## src/rtl/bht_gshare.sv

```systemverilog
// bht_gshare: gshare branch predictor with speculative GHR, mispredict restore and post-reset init sweep
module bht_gshare #(
  parameter int DEPTH = 128,
  parameter int GHR_W = 4,
  parameter int CNT_W = 2
) (
  input  logic             clk,
  input  logic             reset,
  output logic             ready,
  input  logic             pred_valid,
  input  logic [31:0]      pred_pc,
  output logic             pred_taken,
  output logic [GHR_W-1:0] pred_ghr,
  input  logic             upd_valid,
  input  logic [31:0]      upd_pc,
  input  logic [GHR_W-1:0] upd_ghr,
  input  logic             upd_taken,
  input  logic             upd_mispredict
);
  localparam int IDX_W = $clog2(DEPTH);
  localparam logic [CNT_W-1:0] WNT = CNT_W'((1 << (CNT_W - 1)) - 1);
  localparam logic [CNT_W-1:0] CMAX = '1;
  typedef enum logic {INIT, RUN} state_t;
  state_t state_q, state_d;
  logic [IDX_W-1:0] ptr_q, ptr_d, pred_idx, upd_idx, wr_idx;
  logic [GHR_W-1:0] ghr_q, ghr_d;
  logic [CNT_W-1:0] cnt_q [DEPTH];
  logic [CNT_W-1:0] upd_cnt, wr_val;
  logic run, rd_taken, wr_en, unused_pc;
  assign run = state_q == RUN;
  assign pred_idx = pred_pc[IDX_W+1:2] ^ IDX_W'(ghr_q);
  assign upd_idx = upd_pc[IDX_W+1:2] ^ IDX_W'(upd_ghr);
  assign upd_cnt = cnt_q[upd_idx];
  assign rd_taken = cnt_q[pred_idx][CNT_W-1];
  assign ready = run;
  assign pred_taken = run & rd_taken;
  assign pred_ghr = run ? ghr_q : '0;
  assign unused_pc = ^{pred_pc[31:IDX_W+2], pred_pc[1:0], upd_pc[31:IDX_W+2], upd_pc[1:0]};
  // a mispredict restore replaces the history, discarding any same-cycle speculative shift
  always_comb begin
    state_d = (!run && &ptr_q) ? RUN : state_q;
    ptr_d = run ? ptr_q : ptr_q + IDX_W'(1);
    ghr_d = !run ? ghr_q
          : (upd_valid && upd_mispredict) ? GHR_W'({upd_ghr, upd_taken})
          : pred_valid ? GHR_W'({ghr_q, rd_taken}) : ghr_q;
    wr_en = !reset && (!run || upd_valid);
    wr_idx = run ? upd_idx : ptr_q;
    wr_val = !run ? WNT
           : upd_taken ? (upd_cnt == CMAX ? upd_cnt : upd_cnt + CNT_W'(1))
           : (upd_cnt == '0 ? upd_cnt : upd_cnt - CNT_W'(1));
  end
  always_ff @(posedge clk) begin
    if (reset) begin
      state_q <= INIT;
      ptr_q <= '0;
      ghr_q <= '0;
    end else begin
      state_q <= state_d;
      ptr_q <= ptr_d;
      ghr_q <= ghr_d;
    end
  end
  always_ff @(posedge clk) begin
    if (wr_en) cnt_q[wr_idx] <= wr_val;
  end
endmodule
```

## config.mk

```make
export PLATFORM = sky130hd
export DESIGN_NAME = bht_gshare
export DESIGN_NICKNAME = d
export VERILOG_FILES = /design/src/rtl/bht_gshare.sv
export SDC_FILE = /design/constraint.sdc
export NUM_CORES = 1
export LEC_CHECK = 0
export CAP_MARGIN = 20
export CORE_ASPECT_RATIO = 1.75
export CORE_MARGIN = 2
export CORE_UTILIZATION = 45
export DETAILED_ROUTE_END_ITERATION = 7
export GPL_ROUTABILITY_DRIVEN = 1
export RECOVER_POWER = 50
export SYNTH_ARGS = -nofsm -noshare
export SYNTH_HDL_FRONTEND = slang
export SYNTH_SLANG_ARGS = --single-unit
```

## constraint.sdc

```tcl
create_clock -name clk -period 17.8 [get_ports clk]
set_input_delay 2.67 -clock clk [delete_from_list [all_inputs] [get_ports clk]]
set_output_delay 2.67 -clock clk [all_outputs]
set_load 0.01 [all_outputs]
```

==> results.py <==
metrics = {
    "global_routing": {
        "met2_usage_pct": 42.7,
        "grt_antenna_before_repair": 0,
        "globalRouteMet1Util_pct": 27.2,
        "grtUsageMet3_pct": 3.38,
        "grt_remaining_overflow": 0,
        "grt_pass1_wl_mm": 50.5,
        "top_usage_layer": "met2",
        "gr-usage-all-layers_pct": 24.2,
        "grt_max_degree": 129,
        "grt_pass1_vias": 8171,
    },
    "placement": {
        "hpwl_mm": 22.7,
        "routabilityCongestion": 0.914,
        "portBuffers": 29,
        "dp_slack_ps": 8590,
    },
    "clock_network": {
        "clock_latency_ps": 540,
        "clk_path_buf_depth": 3,
        "post_cts_buffers": 0,
        "numCtsBuffers": 24,
        "clk_pin_slew_worst_paths_ps": 70,
        "tritoncts": "built",
        "hold_buffers": 0,
        "numClockSinks": 268,
        "cts_max_level": 1,
        "root_buffer": "clkbuf_16",
        "post_cts_resized": 0,
    },
    "layout": {
        "num-fill-cells": 2334,
        "antenna_cells": 0,
        "drive_above_1_share_pct": 14.3,
        "post-route-util_pct": 51.4,
        "fin_nets": 957,
        "area_delta_synth_final_pct": 12.5,
    },
    "power": {
        "p_per_area_mw_per_mm2": 96.3,
        "leakagePower_uw": 0.00455,
        "ir_drop_mv": 0.0591,
        "total_power_uw": 1350,
    },
    "floorplanning": {
        "die_w_um": 130,
        "die-area_mm2": 0.0292,
        "start_util_pct": 45.7,
        "fp-row-count": 80,
        "die_y_um": 224,
        "coreArea_mm2": 0.0273,
        "io_pins": 80,
    },
    "yosys": {
        "yosysWarningCount": 0,
        "synthCells": 854,
        "syn_avg_cell_area_um2": 14.6,
        "synth.yosys.seq_area_share_pct": 63.4,
        "synth_cell_types": 58,
        "yosysTopAreaCellShare_pct": 61.5,
        "synth-edff-count": 256,
        "synth_nets": 929,
        "synthTopCellsByArea": "edfxtp_1 (62%), mux4_2 (12%), nor2_1 (4.6%), mux4_1 (2.9%), nand2_1 (2.9%)",
        "yosys.area.top_type": "edfxtp_1",
        "async_reset_ff_share_pct": 0,
        "ys.flop_type": "edfxtp_1",
        "ys_seq_elements": 268,
        "synth.cell_area_mm2": 0.0125,
    },
    "worst_setup_path": {
        "critPathMaxFanout": 22,
        "start_kind": "primary input",
        "cp.arrival_ps": 7660,
        "cp-end-kind": "primary output",
        "worstPathRequired_ps": 15130,
        "worst-setup-path-type": "in -> out",
    },
    "timing": {
        "min_period_over_period_pct": 58.0,
        "setup_violations": 0,
        "finalCriticalPeriod_ps": 10330,
        "finClkSkew_ps": 13.6,
        "setup_tns_ps": 0,
        "slew_headroom_pct": -141,
        "finalHoldViolations": 0,
        "fmax_mhz": 96.8,
        "worst_slack_ps": 7470,
        "slew_violations": 108,
        "rsz0062_at_grt": "no",
        "fin_hold_ws_ps": 558,
        "worst_pin_slew_ps": 3620,
    },
    "routing": {
        "drtIter0Drc": 774,
        "remaining_drc_errors": 0,
        "vias_per_cell": 6.19,
        "wl_per_cell_um": 27.1,
        "wirelength_mm": 34.4,
        "ant_nets": 0,
        "drt-pass1-iter-count": 8,
        "vias": 7854,
    },
    "status": {
        "status": "finished, violations left",
        "violations": "max-capacitance violations, max-slew violations",
    },
    "hold_path": {
        "min_path_type": "reg -> reg",
    },
    "flow_run": {
        "maxCapViolations": 3,
    },
}
[power by group]
group,switching (uW),total (uW),internal [uW],leakage [uW]
combinational,76.2,128,52.2,0.00160
clock,229,543,314,0.000402
sequential,1.25,682,681,0.00255
total,307,1350,1050,0.00455
[cell families after synthesis]
group,after synthesis,synth area share (%)
XOR/XNOR,19,1.54
AO/OA/AOI/OAI,102,5.59
adder cells (fa/ha/maj),1,0.100
multiplexers,101,16.7
buffers and inverters,52,2.21
AND/OR/NAND/NOR,311,10.4
flip-flops,268,63.4
[metrics by stage]
step	cells	instance area, um^2
3_3_place_gp	1223	13200
4_1_cts	1267	14000
3_5_place_dp	1223	13200
6_report	1269	14100
5_1_grt	1269	14100
2_1_floorplan	854	12500
[synthesized netlist by cell type (all sizes together), types with 2 or more instances]
cell type	number
a211oi	3
a21oi	24
a22o	5
a22oi	12
a31oi	7
a32oi	13
a41oi	2
and2	10
buf	21
clkbuf	21
dfxtp	12
edfxtp	256
inv	9
mux2i	18
mux4	82
nand2	97
nand2b	7
nand3	15
nand4	5
nor2	153
nor2b	2
nor3	11
o2111ai	2
o211ai	2
o21ai	17
o22ai	4
or2	3
or3	3
xnor2	8
xor2	11
[registers in the layout (all words and copies together) (netlist names)]
name,cells
cnt_q,256
ghr_q,4
ptr_q,7
ready,1
[final timing paths]
kind | startpoint | endpoint | slack (ps) | cells after the start
worst max-delay path | pred_pc[3] | pred_taken | 7470 | 10
worst min-delay path | ptr_q[5] | ptr_q[5] | 560 | 2
worst max register to register | ghr_q[1] | ghr_q[0] | 13150 | 8
worst min register to register | ptr_q[5] | ptr_q[5] | 560 | 2
[cells in the final DEF (no fill, tap or decap), types with 8 or more instances in the layout]
master,synthesis,final
inv_1,9,9
mux4_1,14,14
a32oi_1,13,13
a21oi_1,24,24
clkdlybuf4s50_1,0,21
clkinv_1,1,8
and2_1,10,8
dfxtp_1,12,12
o21ai_0,16,17
a22oi_1,12,12
edfxtp_1,256,256
clkbuf_16,0,25
nor3_1,11,11
mux4_2,68,68
mux2i_1,18,18
dlygate4sd3_1,0,8
nand2_1,97,97
buf_4,1,10
nand3_1,15,15
nor2_1,152,152
[layout make-up]
class                           instances  area [um^2]  share of cell area (%)
Sequential cell                       268         7930                    56.4
Clock inverter                         17          184                    1.31
Clock buffer                           27          633                    4.51
Multi-Input combinational cell        534         4380                    31.2
Inverter                               10         37.5                   0.267
Timing Repair Buffer                   44          424                    3.02
Tap cell                              369          462                    3.29
[worst max-delay path, stage by stage]
cell	delay [ps]
clkdlybuf4s50_1	550
xor2_1	1660
buf_4	580
mux4_1	400
o21ai_0	210
mux4_2	310
o22ai_1	90
nor3_1	590
nor2_1	80
clkdlybuf4s50_1	500
[layer usage]
layer / vias to the layer above / wire length (um)
met3: 120 / 2380
met4: 0 / 2440
met2: 392 / 18200
li1: 3375 / -
met5: - / 0
met1: 3967 / 11400
Note: power is estimated with default switching activity, not from simulation.
